<file path="src/rtl/mul_pkg.sv">
// Shared constants and FSM encoding for the repeated-addition multiplier
// and its operand sequencer front end.
package mul_pkg;

    localparam int WIDTH_DEF   = 16;
    localparam int TIMEOUT_DEF = 1023;

    typedef enum logic [2:0] {
        ST_IDLE   = 3'd0,
        ST_START  = 3'd1,
        ST_LOAD_A = 3'd2,
        ST_LOAD_B = 3'd3,
        ST_WAIT   = 3'd4,
        ST_HOLD   = 3'd5
    } state_e;

    function automatic int wd_bits(input int limit);
        return $clog2(limit + 1);
    endfunction

endpackage

</file>
<file path="src/rtl/mul_operand_sequencer_if.sv">
// Operand-in, multiplier-side and result-out signals of the sequencer.
// The sequencer is the slave side; the environment is the master side.
interface mul_operand_sequencer_if #(
    parameter int WIDTH = mul_pkg::WIDTH_DEF
);

    logic             in_valid;
    logic             in_ready;
    logic [WIDTH-1:0] in_a;
    logic [WIDTH-1:0] in_b;
    logic             mul_start;
    logic [WIDTH-1:0] mul_data;
    logic             mul_done;
    logic [WIDTH-1:0] mul_product;
    logic             out_valid;
    logic             out_ready;
    logic [WIDTH-1:0] out_product;
    logic             out_timeout;
    logic             busy;

    modport slave (
        input  in_valid, in_a, in_b,
        input  mul_done, mul_product,
        input  out_ready,
        output in_ready, mul_start, mul_data,
        output out_valid, out_product, out_timeout,
        output busy
    );

    modport master (
        output in_valid, in_a, in_b,
        output mul_done, mul_product,
        output out_ready,
        input  in_ready, mul_start, mul_data,
        input  out_valid, out_product, out_timeout,
        input  busy
    );

endinterface

</file>
<file path="src/rtl/mul_operand_fifo.sv">
// Two-entry operand-pair buffer between the input handshake and the FSM.
// A push is accepted when full only if a pop happens in the same cycle.
module mul_operand_fifo #(
    parameter int DW = 32
) (
    input  logic          clk,
    input  logic          rst_n,
    input  logic          push_i,
    input  logic          pop_i,
    input  logic [DW-1:0] wdata_i,
    output logic [DW-1:0] rdata_o,
    output logic          full_o,
    output logic          empty_o
);

    logic [1:0]    count_q, count_d;
    logic          wptr_q;
    logic          rptr_q;
    logic [DW-1:0] mem_q [2];
    logic          do_push;
    logic          do_pop;

    assign full_o  = (count_q == 2'd2);
    assign empty_o = (count_q == 2'd0);
    assign rdata_o = mem_q[rptr_q];

    assign do_pop  = pop_i && !empty_o;
    assign do_push = push_i && (!full_o || do_pop);

    always_comb begin
        count_d = count_q;
        unique case ({do_push, do_pop})
            2'b10:   count_d = count_q + 2'd1;
            2'b01:   count_d = count_q - 2'd1;
            default: count_d = count_q;
        endcase
    end

    always_ff @(posedge clk or negedge rst_n) begin
        if (!rst_n) begin
            count_q <= 2'd0;
            wptr_q  <= 1'b0;
            rptr_q  <= 1'b0;
            for (int i = 0; i < 2; i++) begin
                mem_q[i] <= '0;
            end
        end else begin
            count_q <= count_d;
            if (do_push) begin
                mem_q[wptr_q] <= wdata_i;
                wptr_q        <= ~wptr_q;
            end
            if (do_pop) begin
                rptr_q <= ~rptr_q;
            end
        end
    end

endmodule

</file>
<file path="src/rtl/mul_operand_sequencer.sv">
// Feeds operand pairs to the repeated-addition multiplier (A then B on the
// shared data bus), waits for done or the watchdog, and holds the result.
module mul_operand_sequencer
    import mul_pkg::*;
#(
    parameter int WIDTH   = WIDTH_DEF,
    parameter int TIMEOUT = TIMEOUT_DEF
) (
    input logic                    clk,
    input logic                    rst_n,
    mul_operand_sequencer_if.slave bus
);

    localparam int             WDW      = wd_bits(TIMEOUT);
    localparam logic [WDW-1:0] WD_LIMIT = WDW'(TIMEOUT);

    state_e             state_q;
    logic [WIDTH-1:0]   a_q;
    logic [WIDTH-1:0]   b_q;
    logic [WIDTH-1:0]   data_q;
    logic [WIDTH-1:0]   prod_q;
    logic [WDW-1:0]     wd_q;
    logic               start_q;
    logic               valid_q;
    logic               tout_q;

    logic               fifo_full;
    logic               fifo_empty;
    logic               push;
    logic               pop;
    logic [2*WIDTH-1:0] head;

    assign push = bus.in_valid && !fifo_full;

    // A stale done from the previous job must drop before the next issue.
    assign pop = (state_q == ST_IDLE) && !fifo_empty
              && !bus.mul_done && !valid_q;

    mul_operand_fifo #(
        .DW (2*WIDTH)
    ) u_fifo (
        .clk     (clk),
        .rst_n   (rst_n),
        .push_i  (push),
        .pop_i   (pop),
        .wdata_i ({bus.in_a, bus.in_b}),
        .rdata_o (head),
        .full_o  (fifo_full),
        .empty_o (fifo_empty)
    );

    always_ff @(posedge clk or negedge rst_n) begin
        if (!rst_n) begin
            state_q <= ST_IDLE;
            a_q     <= '0;
            b_q     <= '0;
            data_q  <= '0;
            prod_q  <= '0;
            wd_q    <= '0;
            start_q <= 1'b0;
            valid_q <= 1'b0;
            tout_q  <= 1'b0;
        end else begin
            unique case (state_q)
                ST_IDLE: begin
                    if (pop) begin
                        a_q     <= head[2*WIDTH-1 -: WIDTH];
                        b_q     <= head[WIDTH-1:0];
                        data_q  <= head[2*WIDTH-1 -: WIDTH];
                        wd_q    <= '0;
                        start_q <= 1'b1;
                        state_q <= ST_START;
                    end
                end
                ST_START: begin
                    start_q <= 1'b0;
                    data_q  <= a_q;
                    state_q <= ST_LOAD_A;
                end
                ST_LOAD_A: begin
                    data_q  <= b_q;
                    state_q <= ST_LOAD_B;
                end
                ST_LOAD_B: begin
                    state_q <= ST_WAIT;
                end
                ST_WAIT: begin
                    if (bus.mul_done) begin
                        prod_q  <= bus.mul_product;
                        tout_q  <= 1'b0;
                        valid_q <= 1'b1;
                        data_q  <= '0;
                        state_q <= ST_HOLD;
                    end else if (wd_q == WD_LIMIT) begin
                        prod_q  <= '0;
                        tout_q  <= 1'b1;
                        valid_q <= 1'b1;
                        data_q  <= '0;
                        state_q <= ST_HOLD;
                    end else begin
                        wd_q <= wd_q + WDW'(1);
                    end
                end
                ST_HOLD: begin
                    if (bus.out_ready) begin
                        valid_q <= 1'b0;
                        state_q <= ST_IDLE;
                    end
                end
                default: begin
                    state_q <= ST_IDLE;
                end
            endcase
        end
    end

    assign bus.in_ready    = !fifo_full;
    assign bus.mul_start   = start_q;
    assign bus.mul_data    = data_q;
    assign bus.out_valid   = valid_q;
    assign bus.out_product = prod_q;
    assign bus.out_timeout = tout_q;
    assign bus.busy        = (state_q != ST_IDLE) || !fifo_empty || valid_q;

endmodule

</file>
<file path="src/flat_wrapper.sv">
// flat-port wrapper written by rule: the top's interface ports become plain ports
module mul_operand_sequencer_flat import mul_pkg::*;
#(
    parameter int WIDTH   = WIDTH_DEF,
    parameter int TIMEOUT = TIMEOUT_DEF
)
  (clk, rst_n, bus_in_valid, bus_in_a, bus_in_b, bus_mul_done, bus_mul_product, bus_out_ready, bus_in_ready, bus_mul_start, bus_mul_data, bus_out_valid, bus_out_product, bus_out_timeout, bus_busy);
  mul_operand_sequencer_if #(.WIDTH(WIDTH)) bus_i ();
  input logic clk;
  input logic rst_n;
  input wire logic [$bits(bus_i.in_valid)-1:0] bus_in_valid;
  input wire logic [$bits(bus_i.in_a)-1:0] bus_in_a;
  input wire logic [$bits(bus_i.in_b)-1:0] bus_in_b;
  input wire logic [$bits(bus_i.mul_done)-1:0] bus_mul_done;
  input wire logic [$bits(bus_i.mul_product)-1:0] bus_mul_product;
  input wire logic [$bits(bus_i.out_ready)-1:0] bus_out_ready;
  output wire logic [$bits(bus_i.in_ready)-1:0] bus_in_ready;
  output wire logic [$bits(bus_i.mul_start)-1:0] bus_mul_start;
  output wire logic [$bits(bus_i.mul_data)-1:0] bus_mul_data;
  output wire logic [$bits(bus_i.out_valid)-1:0] bus_out_valid;
  output wire logic [$bits(bus_i.out_product)-1:0] bus_out_product;
  output wire logic [$bits(bus_i.out_timeout)-1:0] bus_out_timeout;
  output wire logic [$bits(bus_i.busy)-1:0] bus_busy;
  assign bus_i.in_valid = bus_in_valid;
  assign bus_i.in_a = bus_in_a;
  assign bus_i.in_b = bus_in_b;
  assign bus_i.mul_done = bus_mul_done;
  assign bus_i.mul_product = bus_mul_product;
  assign bus_i.out_ready = bus_out_ready;
  assign bus_in_ready = bus_i.in_ready;
  assign bus_mul_start = bus_i.mul_start;
  assign bus_mul_data = bus_i.mul_data;
  assign bus_out_valid = bus_i.out_valid;
  assign bus_out_product = bus_i.out_product;
  assign bus_out_timeout = bus_i.out_timeout;
  assign bus_busy = bus_i.busy;
  mul_operand_sequencer #(.WIDTH(WIDTH), .TIMEOUT(TIMEOUT)) u_core (.clk(clk), .rst_n(rst_n), .bus(bus_i));
endmodule
</file>
<file path="config.mk">
export PLATFORM = sky130hd
export DESIGN_NAME = mul_operand_sequencer_flat
export DESIGN_NICKNAME = d
export VERILOG_FILES = /design/src/rtl/mul_pkg.sv /design/src/rtl/mul_operand_sequencer_if.sv /design/src/rtl/mul_operand_fifo.sv /design/src/rtl/mul_operand_sequencer.sv /design/src/flat_wrapper.sv
export SDC_FILE = /design/constraint.sdc
export NUM_CORES = 1
export LEC_CHECK = 0
export CAP_MARGIN = 5
export CORE_UTILIZATION = 30
export DETAILED_ROUTE_END_ITERATION = 7
export PLACE_DENSITY = 0.48
export SYNTH_ARGS = -nofsm -noshare
export SYNTH_HDL_FRONTEND = slang
export SYNTH_SLANG_ARGS = --single-unit
export TNS_END_PERCENT = 20
</file>
<file path="constraint.sdc">
create_clock -name clk -period 3.2 [get_ports clk]
set_clock_uncertainty 0.15 [all_clocks]
set_input_delay 0.48 -clock clk [delete_from_list [all_inputs] [get_ports clk]]
set_output_delay 0.48 -clock clk [all_outputs]
set_load 0.005 [all_outputs]
</file>
==> results by stage, run 1 <==
Status:
- The flow ran to the end, and the final reports show no timing, DRC or antenna violations.

Die:
- Once the floorplan was initialized, standard cells occupied a little under a third of the core.
- The overall die area is between 20,000 and 25,000 µm².
- The core region is 21,290 µm².
- In this run the horizontal extent of the chip is about 150 µm.
- The floorplan row count is between 50 and 60.
- Pin placement for this block handled 90 I/O pins.
- The height of the chip is 150.4 µm.

Place:
- Detailed placement finished with a half-perimeter wire length of 10,560 µm.
- The count of port buffers added during placement is just under 90.
- At the end of routability-driven placement, the weighted congestion stood at about 0.80.

Clock network:
- The maximum buffer depth of the clock tree is 2.
- The number of clock buffers added by TritonCTS is 17.
- The clock tree from TritonCTS is done.
- CTS built an H-tree with a depth of 4.
- The clock-pin slew on the worst setup and hold paths is 60 ps.
- The count of clock tree sinks is around 150.
- The clock root buffer master is sky130_fd_sc_hd__clkbuf_16.
- The hold buffer count at cts is 1.
- The clock latency on the worst-skew pair is 420 ps.
- The number of gates resized after CTS was 0.
- The number of buffers added for setup after CTS is 0.

Yosys:
- Summing every instance area after synthesis gives 6610 µm².
- The gate count of the mapped netlist is approximately 540.
- Yosys mapped the design onto 48 distinct sky130hd cell types.
- For this run, the leading register cell type out of synthesis is sky130_fd_sc_hd__dfrtp_1.
- The net count after synthesis is roughly 600.
- The number of enable-type register cells in the synthesized netlist is 0.
- Sequential cells were found to cover ~56% of the synthesized design area.
- In the synthesized netlist the async set-or-reset flop fraction comes to 100.0%.
- A synthesized cell averages 12.20 µm².
- The number of synthesis warnings is 0.
- After synthesis the netlist holds a flip-flop and latch count of between 100 and 150.

Layout:
- Relative to the synthesized area, the layout overhead comes to 26.71%.
- At the end of the flow the core is filled with cells to 39.35%.
- In the final design database the tool counted 680 nets.
- In the final layout, the share of cells above drive strength 1 is 20.53%.
- The antenna diode instance count is 0.

Global route:
- The number of antenna violations at the first check in global routing came to 0.
- The first global-routing pass estimated 25,470 µm of wire.
- The number of global-route vias before repair was 4,701.
- Entering global routing, the biggest net connects a little under 80 pins.
- Across every metal layer, demand over resource in global routing totals between 10% and 20%.
- The overflow left after global routing is 0.

Drt:
- After the first detailed-routing iteration, the DRC count stood at 150.
- In the routed design, unresolved DRC markers number 0.
- Dividing the detail-routed wire length by the instance count gives between 15 and 20 µm.
- The total iterations of the first detailed-routing run is 4.
- The count of nets left with antenna violations once routing finished came out at 0.
- The ratio of routed vias to standard cells is 5.027.
- After detailed routing, the total wire length is approximately 16,000 µm.
- Detailed routing inserted a total of roughly 4,600 vias.

Hold path:
- The type of the worst min-delay path is reg2reg.
- The worst hold path begins at u_core.b_q[4].

Setup path:
- STA classifies the critical path endpoint as an output pin.
- The worst setup path category is reg2out.
- For the worst setup path, the data required time is 2570 ps.
- The worst setup path is launched from a register.
- The reg-to-reg critical path startpoint is u_core.state_q[1].
- The data arrival time of the critical path is slightly above 2000 ps.
- The worst-path maximum fanout is 3.
- The most critical setup path has its startpoint at u_core.state_q[0].

Timing:
- The worst hold-check slack is ~330 ps.
- The final-report hold violation count came to 0.
- The worst pin sits at a relative slew slack of roughly 47%.
- The fraction of the cycle the final worst path needs is between 80% and 90%.
- Setup repair after global routing left no endpoint under its margin.
- The top achievable clock speed is 369.7 MHz.
- The final-layout setup total negative slack is 0 ps.
- For the pin with the worst max-slew slack, the measured transition is between 700 and 800 ps.
- The number of max-slew violations in the final report is 0.
- The number of setup violations in the final report is 0.
- The final period demand of the worst path is around 2700 ps.

Pwr:
- Across the VDD grid, the largest voltage drop is about 0.43 mV.
- The power density over the cells is approximately 1100 nW/µm².
- The total design power is 8.946 mW.
- The static leakage is about 3.6 nW.

Job:
- Max-cap violations in this run came to 0.
## sequential cells by signal, indices dropped and copies added, names as in the netlist
register                flops
u_core.bus.out_timeout      1
u_core.wd_q                10
u_core.a_q                 16
u_core.bus.mul_data        16
u_core.u_fifo.count_q       2
u_core.u_fifo.mem_q        64
u_core.u_fifo.rptr_q        1
u_core.bus.out_product     16
u_core.bus.out_valid        1
u_core.state_q              3
u_core.u_fifo.wptr_q        1
u_core.b_q                 16
u_core.bus.mul_start        1
## through the flow
stage / setup WS (ps) / cell area (µm²) / instances
2_1_floorplan: 765.0 / 6610 / 542
3_5_place_dp: 222.3 / 7796 / 880
3_3_place_gp: 272.6 / 7796 / 880
6_report: 495.1 / 8376 / 913
4_1_cts: 457.5 / 8376 / 913
5_1_grt: 401.3 / 8376 / 913
## critical path: stages (launching register included)
cell	delay (ps)
sky130_fd_sc_hd__dfrtp_1	370
sky130_fd_sc_hd__or3_1	410
sky130_fd_sc_hd__or4_1	410
sky130_fd_sc_hd__clkdlybuf4s50_1	470
## worst paths after layout
kind / to / slack [ps] / cells after the start
hold / removal: u_core.b_q[4] / 330 / 2
setup reg to reg: u_core.bus.mul_data[8] / 710 / 5
max in group asynchronous: u_core.u_fifo.mem_q[4] / 1730 / 3
setup / recovery: bus_busy / 500 / 3
hold reg to reg: u_core.b_q[4] / 330 / 2
min in group asynchronous: u_core.wd_q[4] / 390 / 2
## power breakdown
group,total [mW],internal (mW),switching (mW)
combinational,3.63,2.02,1.62
clock,1.93,1.15,0.783
sequential,3.38,2.80,0.585
total,8.95,5.96,2.98
## layer usage
metal	global-route usage [%]	routed length [µm]	up-vias
met5	0	0	-
met4	5.202	244	0
met3	3.939	739	14
li1	-	-	2170
met2	23.11	7271	102
met1	19.80	7359	2304
## synthesized netlist by cell type (all sizes together) (2+ instances only)
cell,n,area [µm²]
a21oi,6,30.03
ha,2,25.02
a211o,2,17.52
nor3,2,10.01
or3,2,12.51
and3,5,31.28
and2,2,12.52
a41oi,2,17.52
dfrtp,148,3704
o311a,16,160.2
inv,2,7.510
o21ai,67,335.3
a22o,16,140.1
buf,11,67.56
o31ai,4,30.03
xnor2,4,35.03
nor2,10,37.54
nor4,3,18.77
nand3,7,35.03
o211ai,19,142.6
mux2i,32,320.3
clkbuf,30,112.6
or4,2,15.01
nand2b,3,18.77
mux2,80,938.4
a41o,2,20.02
nand2,46,172.7
## final cells by class
cell class | count | area, µm²
clock buffers | 20 | 436.7
repair buffers | 105 | 1027
inverters | 3 | 11.26
multi-input cells | 350 | 2719
clock inverters | 12 | 132.6
well taps | 275 | 344.1
fillers | 2051 | 12910
flip-flops and latches | 148 | 3705
## placed cells by master, fill, tap and decap left out, types with 2 or more instances in the layout
master	n
sky130_fd_sc_hd__buf_4	14
sky130_fd_sc_hd__clkbuf_16	17
sky130_fd_sc_hd__nor3_1	2
sky130_fd_sc_hd__clkbuf_1	3
sky130_fd_sc_hd__o21ai_0	67
sky130_fd_sc_hd__a22o_1	16
sky130_fd_sc_hd__o211ai_1	19
sky130_fd_sc_hd__clkdlybuf4s50_1	88
sky130_fd_sc_hd__mux2i_1	32
sky130_fd_sc_hd__o31ai_1	4
sky130_fd_sc_hd__a41oi_1	2
sky130_fd_sc_hd__clkinv_2	3
sky130_fd_sc_hd__mux2_4	10
sky130_fd_sc_hd__nand2_1	46
sky130_fd_sc_hd__dfrtp_1	147
sky130_fd_sc_hd__a41o_1	2
sky130_fd_sc_hd__ha_1	2
sky130_fd_sc_hd__nand2b_1	3
sky130_fd_sc_hd__bufinv_16	2
sky130_fd_sc_hd__mux2_2	70
sky130_fd_sc_hd__nor2_1	9
sky130_fd_sc_hd__a211o_1	2
sky130_fd_sc_hd__clkinvlp_4	3
sky130_fd_sc_hd__clkinv_4	3
sky130_fd_sc_hd__nand3_1	7
sky130_fd_sc_hd__or3_1	2
sky130_fd_sc_hd__nor4_1	3
sky130_fd_sc_hd__xnor2_1	4
sky130_fd_sc_hd__inv_1	2
sky130_fd_sc_hd__a21oi_1	6
sky130_fd_sc_hd__o311a_1	16
sky130_fd_sc_hd__and3_1	5
## logic make-up after synthesis
group	after synthesis	synth area share (%)
adders and majority gates	2	0.3785
muxes	112	19.04
AOI/OAI and AO/OA	142	14.54
buffers and inverters	44	2.896
xor gates and xnor gates	5	0.6625
and+or+nand+nor	89	6.455
DFF	148	56.03
(Power assumes the default switching activity.)
==> inputs of run 2 (changes only) <==
Clock period 3.2 ns to 2.55 ns, I/O delays scaled along.
==> results by stage, run 2 (synthesis results as in run 1) <==
Setup path:
- The data arrival time of the critical path was 1910 ps (-160 ps).
- The worst register-to-register path begins at u_core.state_q[0].
- The slowest stage cell on the critical path is sky130_fd_sc_hd__or3_1.
- The count of cells along the worst register-to-register path is 6 (+1).
- The timing endpoint of the critical path is bus_busy.
- The start point of the critical path is u_core.state_q[0].
- The launching element type of the critical path is a register.
- The family with the most delay on the worst path is simple AND/OR/NAND/NOR gates.
- The worst path buffer plus inverter count is 1 (unchanged).
- The required time at the worst-slack endpoint came to 2020 ps (-550 ps).
- The worst-path maximum fanout is 3 (unchanged).
- STA classifies the critical path endpoint as an output pin.
- The largest stage delay on the critical path is 420 ps (-50 ps).
- The worst register-to-register path ends at u_core.u_fifo.count_q[1].
- The depth of the critical timing path with buffers and inverters included is 3 (unchanged).
- The setup slack of the worst register-to-register path was 270 ps (-440 ps).
- The critical path is of the reg2out type.
- The critical path goes through or3_1 > or4_1 > dlygate4sd2_1.

Drt:
- The final antenna-violating net count is 0 (unchanged).
- The number of design rule violations left after detail routing is 0 (unchanged).
- The total iterations of the first detailed-routing run is 4 (unchanged).
- The ratio of routed vias to standard cells is 5.041 (+0.28%).
- The met2 layer wire length in the routed design is 7260 µm (-0.15%).
- The wire length per cell is 17.42 µm (+1.9%).
- After detailed routing, no signal wire sits above met4.
- The total wire length is 16,030 µm (+2.7%).
- The routed wire length on met3 is 787 µm (+6.5%).
- The via count is 4,638 (+1.0%).
- The routed length on met1 was 7691 µm (+4.5%).
- The initial DRC count is 177 (+18%).

Timing:
- The top achievable clock speed is 409.2 MHz.
- The worst slew slack as a fraction of its limit is 59.36% (+12 points).
- The final critical-path setup slack came to 106.0 ps (-389.0 ps).
- The number of setup violations in the final report is 0 (unchanged).
- The final critical path takes up a little over nine tenths of the cycle.
- The final-report hold violation count is 0 (unchanged).
- The number of max-slew violations in the final report is 0 (unchanged).
- The final period demand of the worst path is 2444 ps.
- Setup repair after global routing left no endpoint under its margin.
- The pin slew with the least headroom to its limit is 609.5 ps (-182.2 ps).

Global route:
- The number of global-route vias before repair is 4,766 (+1.4%).
- The overflow left after global routing is 0 (unchanged).
- The number of antenna violations at the first check in global routing came to 0 (unchanged).
- The all-layer global routing usage came to 15.11% (+0.28 points).
- The wire length of the first global-routing pass came to 25,690 µm (+0.84%).
- The maximum number of pins on one net before global-route repair is 72 (-6.5%).

Place:
- The count of port buffers added during placement is 89 (unchanged).
- The cell count after placement is 888 (+0.91%).
- The post-placement cell area is 7919 µm² (+1.6%).
- The detailed-placement wirelength estimate is 10,830 µm (+2.6%).
- The weighted congestion reported at the end of routability-driven placement is 0.7880 (-1.9%).
- The worst setup slack before clock tree synthesis is -31.03 ps (-253.3 ps).

Layout:
- Leaving out fill and tap cells, the most frequent cells in the layout are sky130_fd_sc_hd__dfrtp_1 (147), sky130_fd_sc_hd__clkdlybuf4s50_1 (87), sky130_fd_sc_hd__mux2_2 (70), sky130_fd_sc_hd__o21ai_0 (67), sky130_fd_sc_hd__nand2_1 (46).
- The antenna diode instance count is 0 (unchanged).
- The final non-filler cell area is 8576 µm² (+2.4%).
- The flip-flop count of the largest register, all copies and words added came to 64 (unchanged).
- u_core.u_fifo.mem_q holds more flip-flops than any other register.
- The number of nets in the finished design was 688 (+1.2%).
- The share of the core filled with cells is 40.29% (+0.94 points).
- The filler-free cell count of the finished design is 920 (+0.77%).
- The synthesis-to-finish area growth is 29.74%.
- The fill cell instance count of the final layout is 2,008 (-2.1%).
- The commonest non-fill, non-tap cell in the layout is sky130_fd_sc_hd__dfrtp_1.
- The share of post-route cells with drive strength above 1 is 21.71% (+1.2 points).

Clock network:
- TritonCTS built the clock tree.
- The total number of H-tree levels is 4 (unchanged).
- The number of CTS-inserted buffers came to 17 (unchanged).
- The maximum buffer depth of the clock tree is 2 (unchanged).
- The clock latency on the worst-skew pair came to 430 ps (about the same).
- The clock-pin slew on the worst setup and hold paths is 60 ps (about the same).
- The count of clock tree sinks is 148 (unchanged).
- CTS placed an instance of sky130_fd_sc_hd__clkbuf_16 at the clock tree root.

Die:
- The height of the chip is 150.4 µm (unchanged).
- The floorplan row count was 53 (unchanged).
- The horizontal extent of the die is 150.4 µm (unchanged).
- The core footprint came to 21,290 µm² (unchanged).
- The overall die area is 22,630 µm² (unchanged).
- The number of ports placed on the die boundary is 90 (unchanged).
- The initial standard-cell utilization of the core is 31.05% (unchanged).

Pwr:
- The net switching power is 3.798 mW (+27%).
- The cell-internal power is 7.926 mW (+33%).
- The power density over the cells is 1367 nW/µm² (+28%).
- The sequential fraction of design power came to 35.8% (-2.0 points).
- The switching share of total power is 32.39% (-0.96 points).
- The total design power is 11.72 mW (+31%).
- The relative contribution of the clock network to total power is 23.4% (+1.8 points).
- The static leakage is 3.688 nW (+2.4%).
- The worst IR drop on VDD came to 0.4754 mV (+10%).
- The portion of total power attributed to combinational logic is 40.8% (+0.2 points).

Hold path:
- The type of the worst min-delay path is in2async.

Job:
- The number of max-cap violations is 0 (unchanged).

Status:
- The flow ran to the end, and the final reports show no timing, DRC or antenna violations.
==> run 2: final cells by class <==
type                            count  area, µm²  area share, %
Clock buffer                       19      442.9          5.165
Clock inverter                     12      205.2          2.393
Inverter                            3      11.26         0.1313
Multi-Input combinational cell    350       2719          31.70
Sequential cell                   148       3705          43.20
Tap cell                          275      344.1          4.012
Timing Repair Buffer              113       1149          13.39
==> run 2: power by group through the flow <==
stage | logic (mW) | registers, mW | clock network, mW
finish | 4.79 | 4.19 | 2.75
global route | 5.25 | 4.34 | 2.91
CTS | 4.87 | 4.21 | 2.81
detailed placement | 4.83 | 4.25 | 0
global placement | 4.75 | 4.19 | 0
floorplan | 3.20 | 4.04 | 0
==> run 2: worst min path at each step <==
stage | startpoint | end | depth (start not counted)
floorplan | rst_n | u_core.a_q[0] | 0
global placement | rst_n | u_core.bus.mul_start | 1
detailed placement | rst_n | u_core.bus.mul_start | 1
CTS | rst_n | u_core.bus.mul_start | 2
global route | rst_n | u_core.bus.mul_start | 2
finish | rst_n | u_core.bus.mul_start | 2
==> run 2: metal layers <==
layer | GRT usage (%) | vias to the layer above
li1 | - | 2195
met1 | 20.07 | 2311
met2 | 23.50 | 112
met3 | 3.818 | 20
met4 | 5.960 | 0
met5 | 0 | -
==> run 2: stage by stage <==
step,setup TNS [ps],hold slack (ps)
3_5_place_dp,-236.2,162.2
5_1_grt,0,301.7
3_3_place_gp,-190.5,150.7
6_report,0,284.9
2_1_floorplan,0,-63.09
4_1_cts,0,286.0
==> run 2: timing repair <==
action / in CTS / in global routing
hold buffers: 1 / 0
endpoints found under the setup margin: 1 / 0
buffers inserted: 0 / 0
gates resized for setup: 1 / 0
endpoints found under the hold margin: 31 / 0
==> run 2: worst register-to-register path, cell delays in order, from the launching register on <==
cell	delay, ps
sky130_fd_sc_hd__dfrtp_1	370
sky130_fd_sc_hd__or3_1	420
sky130_fd_sc_hd__or4_2	630
sky130_fd_sc_hd__inv_1	90
sky130_fd_sc_hd__ha_1	240
sky130_fd_sc_hd__nor2_1	140
sky130_fd_sc_hd__xor2_1	160
